File: config.mk
export PLATFORM = sky130hd
export DESIGN_NAME = tt_pad_in_filter
export DESIGN_NICKNAME = d
export VERILOG_FILES = /design/src/rtl/tt_pad_pkg.sv /design/src/rtl/tt_pad_filt_bit.sv /design/src/rtl/tt_pad_in_filter.sv
export SDC_FILE = /design/constraint.sdc
export NUM_CORES = 1
export LEC_CHECK = 0
export BUFFER_PORTS_ARGS = -buffer_cell sky130_fd_sc_hd__buf_2
export CAP_MARGIN = 20
export CORE_MARGIN = 2
export CORE_UTILIZATION = 30
export DETAILED_ROUTE_END_ITERATION = 7
export SYNTH_ARGS = -nofsm -noshare
export SYNTH_HDL_FRONTEND = slang
export SYNTH_SLANG_ARGS = --single-unit
File: constraint.sdc
create_clock -name clk -period 1.31 [get_ports clk]
set_clock_uncertainty 0.2 [all_clocks]
set_input_delay 0.3275 -clock clk [delete_from_list [all_inputs] [get_ports clk]]
set_output_delay 0.3275 -clock clk [all_outputs]
set_load 0.01 [all_outputs]
File: src/rtl/tt_pad_pkg.sv
// Shared constants and helpers for the pad input deglitch filter.
// The TT_PAD_EDGE_EN macro enables the rise/fall pulse outputs in the RTL that imports this package.
package tt_pad_pkg;

    localparam int DEF_WIDTH    = 6;
    localparam int DEF_FILT_LEN = 4;

    // Per-bit decision taken on every clock edge.
    typedef enum logic [1:0] {
        ACT_CLEAR  = 2'd0,
        ACT_COUNT  = 2'd1,
        ACT_UPDATE = 2'd2
    } filt_act_e;

    function automatic int cnt_width(input int filt_len);
        return $clog2(filt_len) + 1;
    endfunction

endpackage

File: src/rtl/tt_pad_filt_bit.sv
// One pad bit: 2-flop synchronizer followed by a stability counter.
// Defining TT_PAD_EDGE_EN adds registered rise/fall pulses aligned with the filtered level change.
module tt_pad_filt_bit
    import tt_pad_pkg::*;
#(
    parameter int   FILT_LEN  = DEF_FILT_LEN,
    parameter logic RESET_BIT = 1'b0
) (
    input  logic clk,
    input  logic rst_n,
    input  logic pad_in,
    output logic filt_out
`ifdef TT_PAD_EDGE_EN
    ,
    output logic rise,
    output logic fall
`endif
);

    localparam int            CW       = cnt_width(FILT_LEN);
    localparam logic [CW-1:0] CNT_LAST = CW'(FILT_LEN - 1);

    logic          r_s1;
    logic          r_s2;
    logic          r_filt;
    logic [CW-1:0] r_cnt;
    filt_act_e     w_act;

    // NOTE: non-blocking assignments keep s1 and s2 as two distinct flops; blocking would collapse them into one.
    always_ff @(posedge clk or negedge rst_n) begin
        if (!rst_n) begin
            r_s1 <= RESET_BIT;
            r_s2 <= RESET_BIT;
        end else begin
            r_s1 <= pad_in;
            r_s2 <= r_s1;
        end
    end

    // NOTE: default assigned first so no path through this block can infer a latch.
    always_comb begin
        w_act = ACT_CLEAR;
        if (r_s2 != r_filt) begin
            w_act = (r_cnt == CNT_LAST) ? ACT_UPDATE : ACT_COUNT;
        end
    end

    // Counting only happens below CNT_LAST, so the counter can never wrap.
    always_ff @(posedge clk or negedge rst_n) begin
        if (!rst_n) begin
            r_cnt  <= '0;
            r_filt <= RESET_BIT;
        end else begin
            case (w_act)
                ACT_COUNT:  r_cnt <= r_cnt + CW'(1);
                ACT_UPDATE: begin
                    r_cnt  <= '0;
                    r_filt <= r_s2;
                end
                default:    r_cnt <= '0;
            endcase
        end
    end

    assign filt_out = r_filt;

`ifdef TT_PAD_EDGE_EN
    logic r_rise;
    logic r_fall;

    // Pulses load on the same edge as r_filt, so they line up with the new level.
    always_ff @(posedge clk or negedge rst_n) begin
        if (!rst_n) begin
            r_rise <= 1'b0;
            r_fall <= 1'b0;
        end else begin
            r_rise <= (w_act == ACT_UPDATE) &&  r_s2;
            r_fall <= (w_act == ACT_UPDATE) && !r_s2;
        end
    end

    assign rise = r_rise;
    assign fall = r_fall;
`endif

endmodule

File: src/rtl/tt_pad_in_filter.sv
// Synchronizes and deglitches WIDTH asynchronous pad inputs, one tt_pad_filt_bit per bit.
// Defining TT_PAD_EDGE_EN adds the rise/fall pulse outputs.
module tt_pad_in_filter
    import tt_pad_pkg::*;
#(
    parameter int               WIDTH     = DEF_WIDTH,
    parameter int               FILT_LEN  = DEF_FILT_LEN,
    parameter logic [WIDTH-1:0] RESET_VAL = '0
) (
    input  logic             clk,
    input  logic             rst_n,
    input  logic [WIDTH-1:0] pad_in,
    output logic [WIDTH-1:0] filt_out
`ifdef TT_PAD_EDGE_EN
    ,
    output logic [WIDTH-1:0] rise,
    output logic [WIDTH-1:0] fall
`endif
);

    for (genvar i = 0; i < WIDTH; i++) begin : g_bit
        tt_pad_filt_bit #(
            .FILT_LEN  (FILT_LEN),
            .RESET_BIT (RESET_VAL[i])
        ) u_bit (
            .clk      (clk),
            .rst_n    (rst_n),
            .pad_in   (pad_in[i]),
            .filt_out (filt_out[i])
`ifdef TT_PAD_EDGE_EN
            ,
            .rise     (rise[i]),
            .fall     (fall[i])
`endif
        );
    end

endmodule

* Yosys cells after proc, flatten, opt, wreduce, memory -nomap -nowiden
Cells that the tools add are included.
** Storage, ports and cells
- Bits in registers :: 36
- Output and inout port bits :: 6
- Input port bits :: 8
- Word-level logic and storage cells :: 72
** Operators by class
- $add $sub $neg :: 6
- Equal/unequal tests :: 24
- Muxes and demuxes :: 18
** Operators by type and width (number)
- $mux W2 :: 12
- $add A3 B1 Y3 const B :: 6
- $eq A3 B2 Y1 const B :: 6
- $mux W3 :: 6
- $eq A2 B1 Y1 const B :: 6
- $eq A2 B2 Y1 const B :: 6
- $ne A1 B1 Y1 :: 6

* Logic depth before layout (Yosys ltp)
Gate-level depths: netlist (run 1).
- Depth after elaboration :: 5
- Gate-level depth with buffers :: 3
- Mapped depth without buffers :: 3

* Modules after synthesis
From an unflattened synthesis (run 1), not the netlist that was laid out.
** Unflattened totals
- Cell total of the unflattened synthesis :: 84
- Area, all modules :: 1328.8 um2
** By module, submodules not included
- tt_pad_filt_bit :: seq. area each 150.1 um2, times used 6, cells an instance 14, area an instance 221.5 um2

* Worst setup path before layout (run 1)
Ideal clock, no wire load.
- Path kind :: register to register
- Start :: register g_bit[1].u_bit.r_cnt[0]
- End :: register g_bit[1].u_bit.r_filt
- Stages on the path, launching flop included :: 4
- Arrival :: 1.071 ns
- Setup slack :: -0.088 ns
- Setup time :: 0.128 ns
- Clock period less this slack :: 1.398 ns
- Data required time :: 0.982 ns
- Buffers on the path :: 0
- Cells stage by stage :: dfrtp_1 -> ha_1 -> ha_1 -> mux2_1
** Between the ends
- Word-level cells in the longest chain between the ends :: 4
** RTL lines
- start, declared :: line tt_pad_filt_bit.sv:26 : logic [CW-1:0] r_cnt;
- start signal, assigned :: line tt_pad_filt_bit.sv:55 : ACT_COUNT: r_cnt <= r_cnt + CW'(1);
- $eq A3 B2 Y1 :: line tt_pad_filt_bit.sv:44 : w_act = (r_cnt == CNT_LAST) ? ACT_UPDATE : ACT_COUNT;
- $mux W2 :: line tt_pad_filt_bit.sv:44
- $mux W2 :: line tt_pad_filt_bit.sv:43 : if (r_s2 != r_filt) begin
- $eq A2 B2 Y1 :: line tt_pad_filt_bit.sv:54 : case (w_act)
- end signal, assigned :: line tt_pad_filt_bit.sv:58 : r_filt <= r_s2;
- end, declared :: line tt_pad_filt_bit.sv:25 : logic r_filt;
Every way passes these cells.
A chain may end at the register's enable or synchronous reset.

* Worst setup path after layout (run 1)
- Start :: register g_bit[1].u_bit.r_filt
- End :: output port filt_out[1]
** RTL lines
- end, declared :: line tt_pad_in_filter.sv:13 : output logic [WIDTH-1:0] filt_out
No word-level cell between the ends.

==> impl_metrics.env, run 1 <==
export IMPL_outcome="finished, violations left"
export IMPL_failed_checks="setup timing"
export IMPL_worst_slew_pin_slew_ns=0.377
export IMPL_path_depth=1
export IMPL_timing_fmax_ghz=0.738
export IMPL_synth_seq_cells=36
export IMPL_min_period_ns=1.36
export IMPL_wl_per_cell_um=11.8
export IMPL_synth_net_count=110
export IMPL_dieHeight_um=71.7
export IMPL_cpLargestDelayFamily="flip-flops"
export IMPL_first_pass_grt_wire_length_um=3630
export IMPL_cp_start_kind="register"
export IMPL_post_synth_instance_area_sq_um=1370
export IMPL_worstSetupPathType="reg -> out"
export IMPL_grt_use_total_pct=9.74
export IMPL_critical_path_slowest_cell="dfrtp_1"
export IMPL_critical_path_endpoint_type="primary output"
export IMPL_setup_viol=12
export IMPL_r2r_end="g_bit[5].u_bit.filt_out"
export IMPL_globalRoute_totalOverflow=0
export IMPL_post_synth_num_cell_types=8
export IMPL_multiInputGateArea_sq_um=667
export IMPL_worstPathCellList="buf_2"
export IMPL_timing_hold_worst_class="reg -> reg"
export IMPL_drt_first_iter_violations=17
export IMPL_cp_endpoint="filt_out[1]"
export IMPL_core_area_sq_um=4380
export IMPL_source_of_the_worst_hold_timing_path="g_bit[0].u_bit.r_s1"
export IMPL_placement_io_buffers=13
export IMPL_yosysSeqAreaShare_pct=65.6
export IMPL_cts_sink_count=36
export IMPL_post_synth_cell_area_avg_sq_um=15.3
export IMPL_critical_path_max_stage_delay_ns=0.40
export IMPL_cts_root_buf="clkbuf_8"
export IMPL_ratio_of_cells_with_drive_above_1_in_the_final_layout_pct=61.5
export IMPL_tritoncts_clock_tree="yes"
export IMPL_rr_worst_depth=3
export IMPL_final_hold_worst_slack_ns=0.150
export IMPL_routed_via_density=4.35
export IMPL_worst_ir_drop_vdd_uv=1050
export IMPL_ios=14
export IMPL_routed_wl_um=2210
export IMPL_synthesis_instances=90
export IMPL_grt_setup_unrepaired="yes"
export IMPL_die_w_um=71.7
export IMPL_powerDensity_nw_per_um2=2030
export IMPL_timing_setup_tns_ns=-0.368
export IMPL_totalPowerFinal_mw=4.26
export IMPL_final_ws_setup_ns=-0.0457
export IMPL_htreeDepth=2
export IMPL_diodes=0
export IMPL_n_fill_cell=387
export IMPL_cp_data_arrival_time_ns=0.83
export IMPL_max_clock_path_buffers=2
export IMPL_reg2reg_setup_slack_ns=-0.04
export IMPL_finished_core_util_pct=47.7
export IMPL_gp_routability_congestion=0.633
export IMPL_detail_route_antenna_nets=0
export IMPL_initial_core_util_pct=31.3
export IMPL_worstPathRequired_ns=0.78
export IMPL_num_nets_final=154
export IMPL_grt_max_degree=37
export IMPL_place_detailed_hpwl_um=1340
export IMPL_final_hold_viol_count=0
export IMPL_yosys_warnings=0
export IMPL_seqCellArea_sq_um=901
export IMPL_dr_total_vias=814
export IMPL_vias_in_the_first_global_route=833
export IMPL_worst_skew_pair_late_latency_ns=0.28
export IMPL_dieArea_sq_um=5140
export IMPL_grt_antenna_before_repair=0
export IMPL_timing_critical_path_fanout_max=2
export IMPL_pre_cts_slack_ns=-0.0482
export IMPL_worst_slew_margin_rel_pct=74.7
export IMPL_area_growth_pct=52.3
export IMPL_placement_rows=24
export IMPL_cts_clk_slew_worst_paths_ns=0.07
export IMPL_timing_final_crit_share_pct=103
export IMPL_drt_pass1_iterations=3
export IMPL_cts_buffers=5
export IMPL_maxSlewViolCount=0
export IMPL_leakagePower_nw=0.932
export IMPL_drc=0
export IMPL_worstSetupStartpoint="g_bit[1].u_bit.filt_out"
export IMPL_path_buf_inv=1
export IMPL_max_cap_viol_count=0
export IMPL_startpoint_of_the_lowest_slack_register_to_register_path="g_bit[5].u_bit.r_cnt[0]"
-- repair_timing --
action,in CTS,in global routing
gates resized for setup,9,20
hold endpoints to repair,42,0
endpoints found under the setup margin,27,28
buffers inserted,9,7
pin swaps,13,10
hold buffers,7,0
cloned,0,0
-- metrics by stage --
stage,instances,area [sq um]
2_1_floorplan,90,1490
3_3_place_gp,156,1640
3_5_place_dp,156,1640
4_1_cts,180,1910
5_1_grt,187,2090
6_report,187,2090
-- final cells by class --
cell class              instances  area share (%)
clock buffers                   7            4.13
clock inverters                 1           0.359
inverters                       6            1.08
multi-input cells              42            31.9
flip-flops and latches         36            43.1
well taps                      52            3.11
repair buffers                 43            16.4
-- Yosys cell counts --
cell type | number | share of area (%)
nor3_1 | 12 | 4.4
mux2_1 | 6 | 4.9
dfrtp_1 | 36 | 66
inv_1 | 6 | 1.6
nor3b_2 | 6 | 5.5
ha_1 | 12 | 11
buf_4 | 6 | 3.3
xnor2_1 | 6 | 3.8
-- placed cells by master, fill, tap and decap left out, drive strengths merged --
cell,netlist,layout
nor3b,6,6
clkbuf,0,7
inv,6,6
mux2,6,6
dfrtp,36,36
nor3,12,12
dlygate4sd3,0,7
clkinvlp,0,1
ha,12,12
buf,6,36
xnor2,6,6
-- state kept, by name, indices dropped and copies added (netlist names) --
signal and cells:
g_bit.u_bit.filt_out 6, g_bit.u_bit.r_cnt 18, g_bit.u_bit.r_s1 6, g_bit.u_bit.r_s2 6
-- logic make-up (layout without fill, tap and decap cells) --
family | after synthesis | in the layout | synth area share [%]
fa+ha+maj | 12 | 12 | 10.9
simple gates | 18 | 18 | 9.84
xor+xnor | 6 | 6 | 3.83
mux | 6 | 6 | 4.92
buf+inv | 12 | 57 | 4.92
flops | 36 | 36 | 65.6
-- worst min-delay path by stage --
| stage | end | slack, ns | depth (start not counted) |
|---|---|---|---|
| floorplan | g_bit[0].u_bit.filt_out | -0.17 | 0 |
| global placement | g_bit[5].u_bit.r_cnt[2] | 0.10 | 2 |
| detailed placement | g_bit[5].u_bit.r_cnt[2] | 0.10 | 2 |
| CTS | g_bit[0].u_bit.r_s2 | 0.15 | 0 |
| global route | g_bit[1].u_bit.r_s2 | 0.16 | 0 |
| finish | g_bit[0].u_bit.r_s2 | 0.15 | 0 |
-- per-layer routing --
layer / vias to the layer above / global-route usage [%] / part of all wire, %
li1: 385 / - / -
met5: - / 0 / 0
met4: 0 / 6.29 / 2.5
met2: 18 / 14.9 / 51
met3: 7 / 4.36 / 5.1
met1: 404 / 11.0 / 41
-- where the power goes --
group	internal [mW]	switching (mW)	leakage, nW
Combinational	1.13	0.739	0.438
Clock	0.427	0.370	0.0445
Sequential	1.42	0.173	0.449
Total	2.98	1.28	0.932
Power figures use the tool's default switching activity.
==> inputs of run 2 (changes only) <==
CELL_PAD_IN_SITES_DETAIL_PLACEMENT = 0   (was unset)
CELL_PAD_IN_SITES_GLOBAL_PLACEMENT = 1   (was unset)
GPL_TIMING_DRIVEN = 0   (was unset)
PLACE_DENSITY = 0.61   (was unset)
==> impl_metrics.env, run 2 (synthesis gave the netlist of run 1 again) <==
export IMPL_outcome="finished, violations left"
export IMPL_failed_checks="hold timing, setup timing"
export IMPL_timing_hold_worst_class="in -> async"
export IMPL_grt_antenna_before_repair=0
export IMPL_pre_cts_slack_ns=-0.0480
export IMPL_placement_io_buffers=13
export IMPL_area_growth_pct=37.4
export IMPL_final_ws_setup_ns=-0.148
export IMPL_detail_route_antenna_nets=0
export IMPL_timing_critical_path_fanout_max=3
export IMPL_htreeDepth=2
export IMPL_vias_in_the_first_global_route=873
export IMPL_timing_setup_tns_ns=-0.547
export IMPL_critical_path_endpoint_type="primary output"
export IMPL_powerDensity_nw_per_um2=2070
export IMPL_placement_rows=24
export IMPL_worst_skew_pair_late_latency_ns=0.28
export IMPL_timing_final_crit_share_pct=111
export IMPL_cts_buffers=5
export IMPL_startpoint_of_the_lowest_slack_register_to_register_path="g_bit[4].u_bit.r_cnt[0]"
export IMPL_final_hold_worst_slack_ns=-0.0856
export IMPL_tritoncts_clock_tree="yes"
export IMPL_first_pass_grt_wire_length_um=3730
export IMPL_place_area_sq_um=1620
export IMPL_routed_wl_um=2040
export IMPL_worstSetupPathType="reg -> out"
export IMPL_cts_root_buf="clkbuf_8"
export IMPL_initial_core_util_pct=31.3
export IMPL_r2r_end="g_bit[4].u_bit.filt_out"
export IMPL_min_period_ns=1.46
export IMPL_dieHeight_um=71.7
export IMPL_worst_ir_drop_vdd_uv=815
export IMPL_largest_reg_flops=18
export IMPL_gp_routability_congestion=0.652
export IMPL_drc=0
export IMPL_cts_clk_slew_worst_paths_ns=0.07
export IMPL_cp_data_arrival_time_ns=0.93
export IMPL_globalRoute_totalOverflow=0
export IMPL_max_cap_viol_count=0
export IMPL_wl_per_cell_um=11.8
export IMPL_cp_start_kind="register"
export IMPL_layout_commonest_cell="dfrtp_1"
export IMPL_core_area_sq_um=4380
export IMPL_ios=14
export IMPL_totalPowerFinal_mw=3.92
export IMPL_diodes=0
export IMPL_max_clock_path_buffers=2
export IMPL_final_hold_viol_count=36
export IMPL_n_fill_cell=408
export IMPL_worst_slew_pin_slew_ns=0.772
export IMPL_die_w_um=71.7
export IMPL_rr_worst_depth=3
export IMPL_final_cell_mix="dfrtp_1, nor3_1, buf_6, buf_4, buf_2"
export IMPL_worst_slew_margin_rel_pct=48.5
export IMPL_leakagePower_nw=0.845
export IMPL_cell_area_after_layout_sq_um=1890
export IMPL_cts_sink_count=36
export IMPL_routed_via_density=4.34
export IMPL_reg2reg_setup_slack_ns=-0.06
export IMPL_cts_hold_fix_buffers=6
export IMPL_place_detailed_hpwl_um=1370
export IMPL_dr_total_vias=750
export IMPL_maxSlewViolCount=0
export IMPL_grt_setup_unrepaired="yes"
export IMPL_drt_pass1_iterations=2
export IMPL_num_nets_final=140
export IMPL_drt_first_iter_violations=18
export IMPL_timing_fmax_ghz=0.686
export IMPL_max_flop_register="g_bit.u_bit.r_cnt"
export IMPL_grt_use_total_pct=9.81
export IMPL_grt_max_degree=37
export IMPL_dieArea_sq_um=5140
export IMPL_worstPathRequired_ns=0.78
export IMPL_ratio_of_cells_with_drive_above_1_in_the_final_layout_pct=50.4
export IMPL_setup_viol=12
[run 2: cell count changes in the layout (fill, tap and decap cells not counted), moves of 2 or more]
| cell | before | now |
|---|---|---|
| nor3_4 | 4 | 1 |
| buf_6 | 6 | 8 |
| buf_2 | 13 | 7 |
| ha_4 | 8 | 6 |
| xnor2_1 | 1 | 3 |
| nor3_1 | 1 | 9 |
| nor3_2 | 7 | 2 |
| clkinv_2 | 0 | 2 |
| ha_2 | 4 | 6 |
| buf_4 | 16 | 8 |
[run 2: metal layers]
layer	share of wire, %	track usage, %
met1	43	11.0
met2	49	15.8
met3	4.6	3.38
met4	3.0	6.29
met5	0	0
[run 2: timing repair]
item / 4_1_cts / 5_1_grt
cloned: 0 / 0
pin swaps: 6 / 2
buffers inserted: 7 / 2
gates resized for setup: 7 / 8
setup endpoints to repair: 12 / 18
hold endpoints to repair: 42 / 36
[run 2: layout make-up]
| cell class | instances | area, sq um | share of cell area [%] |
|---|---|---|---|
| inverter | 6 | 22.5 | 1.19 |
| sequential | 36 | 901 | 47.7 |
| buffer | 1 | 11.3 | 0.596 |
| clock buffer | 6 | 82.6 | 4.37 |
| timing repair buffer | 28 | 234 | 12.4 |
| multi-input combinational | 42 | 562 | 29.8 |
| clock inverter | 2 | 10.0 | 0.530 |
| tap | 52 | 65.1 | 3.45 |
[run 2: worst max-delay path: stages (launching register included)]
cell and delay, ns:
dfrtp_1 0.41, buf_6 0.13, buf_6 0.11
[run 2: where the power goes]
group	internal (mW)	leakage [nW]	total, mW	switching [mW]
clock	0.419	0.0510	0.806	0.386
combinational	0.943	0.345	1.52	0.574
sequential	1.42	0.449	1.59	0.172
total	2.78	0.845	3.92	1.13
[run 2: metrics by stage]
stage / util [%] / std cells
finish: 43.1 / 173
global route: 43.1 / 173
CTS: 41.8 / 172
detailed placement: 36.9 / 155
global placement: 36.9 / 155
floorplan: - / 90
[run 2: worst max path at each step]
stage	from	cells after the start	endpoint	slack [ns]
5_1_grt	g_bit[2].u_bit.filt_out	2	filt_out[2]	-0.19
3_3_place_gp	g_bit[0].u_bit.r_cnt[0]	3	g_bit[0].u_bit.filt_out	-0.03
3_5_place_dp	g_bit[3].u_bit.r_cnt[1]	3	g_bit[3].u_bit.filt_out	-0.05
6_report	g_bit[2].u_bit.filt_out	2	filt_out[2]	-0.15
2_1_floorplan	g_bit[1].u_bit.r_cnt[0]	3	g_bit[1].u_bit.filt_out	-0.005
4_1_cts	g_bit[2].u_bit.filt_out	2	filt_out[2]	-0.16
==> inputs of run 3 (changes only) <==
CORE_UTILIZATION = 47   (was 30)
PLACE_DENSITY = 0.82   (was 0.61)
clock period = 1.63 ns   (was 1.31 ns; I/O delays follow)
==> impl_metrics.env, run 3 (synthesis gave the netlist of run 1 again) <==
export IMPL_cts_sink_count=36
export IMPL_hold_path_cell_count=0
export IMPL_initial_core_util_pct=49.8
export IMPL_worst_skew_pair_late_latency_ns=0.34
export IMPL_dieHeight_um=58.1
export IMPL_num_nets_final=141
export IMPL_wl_per_cell_um=11.3
export IMPL_layout_commonest_cell="dfrtp_1"
export IMPL_core_area_sq_um=2760
export IMPL_ratio_of_cells_with_drive_above_1_in_the_final_layout_pct=30.3
export IMPL_die_w_um=58.1
export IMPL_timing_fmax_ghz=0.631
export IMPL_worstSetupPathType="reg -> out"
export IMPL_detail_route_antenna_nets=0
export IMPL_final_hold_viol_count=0
export IMPL_routed_via_density=4.82
export IMPL_outcome="completed"
export IMPL_source_of_the_worst_hold_timing_path="g_bit[4].u_bit.r_s1"
export IMPL_placement_rows=19
export IMPL_max_clock_path_buffers=2
export IMPL_met3WireLength_um=114
export IMPL_worst_ir_drop_vdd_uv=1080
export IMPL_cell_area_after_layout_sq_um=1660
export IMPL_placement_io_buffers=13
export IMPL_first_pass_grt_wire_length_um=3200
export IMPL_drt_pass1_iterations=4
export IMPL_powerDensity_nw_per_um2=1620
export IMPL_cp_start_kind="register"
export IMPL_max_cap_viol_count=0
export IMPL_dr_total_vias=737
export IMPL_gp_routability_congestion=0.633
export IMPL_place_area_sq_um=1480
export IMPL_finish_cell_count_without_fillers=153
export IMPL_worst_hold_endpoint="g_bit[4].u_bit.r_s2"
export IMPL_setup_viol=0
export IMPL_area_growth_pct=21.1
export IMPL_timing_final_crit_share_pct=97.2
export IMPL_n_fill_cell=237
export IMPL_grt_max_degree=37
export IMPL_critical_path_endpoint_type="primary output"
export IMPL_vias_in_the_first_global_route=743
export IMPL_timing_hold_worst_class="reg -> reg"
export IMPL_drc=0
export IMPL_largest_reg_flops=18
export IMPL_dieArea_sq_um=3370
export IMPL_htreeDepth=2
export IMPL_cts_buffers=5
export IMPL_cts_root_buf="clkbuf_4"
export IMPL_final_ws_setup_ns=0.0450
export IMPL_leakagePower_nw=0.802
export IMPL_drt_first_iter_violations=21
export IMPL_rr_worst_depth=3
export IMPL_drt_met1_wl_um=790
export IMPL_grt_setup_unrepaired="yes"
export IMPL_globalRoute_totalOverflow=0
export IMPL_diodes=0
export IMPL_topRoutingLayerUsed="met4"
export IMPL_min_period_ns=1.58
export IMPL_pre_cts_slack_ns=0.161
export IMPL_tritoncts_clock_tree="yes"
export IMPL_max_flop_register="g_bit.u_bit.r_cnt"
export IMPL_reg2reg_setup_slack_ns=0.14
export IMPL_cp_data_arrival_time_ns=0.98
export IMPL_maxSlewViolCount=0
export IMPL_ios=14
export IMPL_route_met2_wl_um=777
export IMPL_worstPathRequired_ns=1.02
export IMPL_grt_antenna_before_repair=0
export IMPL_place_detailed_hpwl_um=1100
export IMPL_multiInputGateArea_sq_um=405
export IMPL_grt_use_total_pct=13.2
export IMPL_worst_slew_pin_slew_ns=0.752
export IMPL_finished_core_util_pct=60.3
export IMPL_seqCellArea_sq_um=901
export IMPL_routed_wl_um=1730
export IMPL_worst_slew_margin_rel_pct=49.9
export IMPL_cts_clk_slew_worst_paths_ns=0.10
export IMPL_timing_critical_path_fanout_max=2
export IMPL_final_cell_mix="dfrtp_1, nor3_1, ha_1"
export IMPL_dp_cells=134
export IMPL_startpoint_of_the_lowest_slack_register_to_register_path="g_bit[5].u_bit.r_cnt[0]"
export IMPL_r2r_end="g_bit[5].u_bit.filt_out"
## run 3: power breakdown
| group | internal, mW | total [mW] | leakage (nW) | switching [mW] |
|---|---|---|---|---|
| sequential | 1.14 | 1.26 | 0.449 | 0.124 |
| clock | 0.205 | 0.490 | 0.0380 | 0.285 |
| combinational | 0.562 | 0.939 | 0.315 | 0.378 |
## run 3: final cells by class
cell class | instances | area share, %
Timing Repair Buffer | 27 | 12.8
Multi-Input combinational cell | 42 | 24.4
Inverter | 6 | 1.35
Clock buffer | 6 | 3.08
Clock inverter | 2 | 0.602
Tap cell | 31 | 2.33
Buffer | 3 | 1.35
Sequential cell | 36 | 54.1
## run 3: repair_timing
item,CTS,global route
endpoints found under the setup margin,5,6
hold endpoints to repair,42,0
hold buffers,7,0
resized for setup,2,3
buffers inserted,4,3
## run 3: worst max path at each step
stage	from	endpoint	slack (ns)
6_report	g_bit[1].u_bit.filt_out	filt_out[1]	0.05
5_1_grt	g_bit[0].u_bit.filt_out	filt_out[0]	-0.008
2_1_floorplan	g_bit[1].u_bit.r_cnt[0]	g_bit[1].u_bit.filt_out	0.23
4_1_cts	g_bit[0].u_bit.filt_out	filt_out[0]	0.006
3_3_place_gp	g_bit[2].u_bit.r_cnt[0]	g_bit[2].u_bit.filt_out	0.20
3_5_place_dp	g_bit[5].u_bit.r_cnt[0]	g_bit[5].u_bit.filt_out	0.16
## run 3: per-layer routing
metal / track usage (%) / up-vias
li1: - / 364
met1: 16.0 / 354
met2: 19.3 / 14
met3: 7.37 / 5
met4: 5.98 / 0
met5: 0 / -
## run 3: critical path, cell delays in order (launching register included)
cell and delay, ns:
dfrtp_1 0.39, buf_4 0.13, buf_2 0.13
## run 3: per-stage QoR
step                power [mW]  hold slack [ns]  setup TNS, ns
CTS                       2.68            0.162              0
global route              2.94            0.170       -0.00887
finish                    2.69            0.158              0
global placement          2.01            0.133              0
detailed placement        2.08            0.137              0
floorplan                 1.87          -0.0881              0
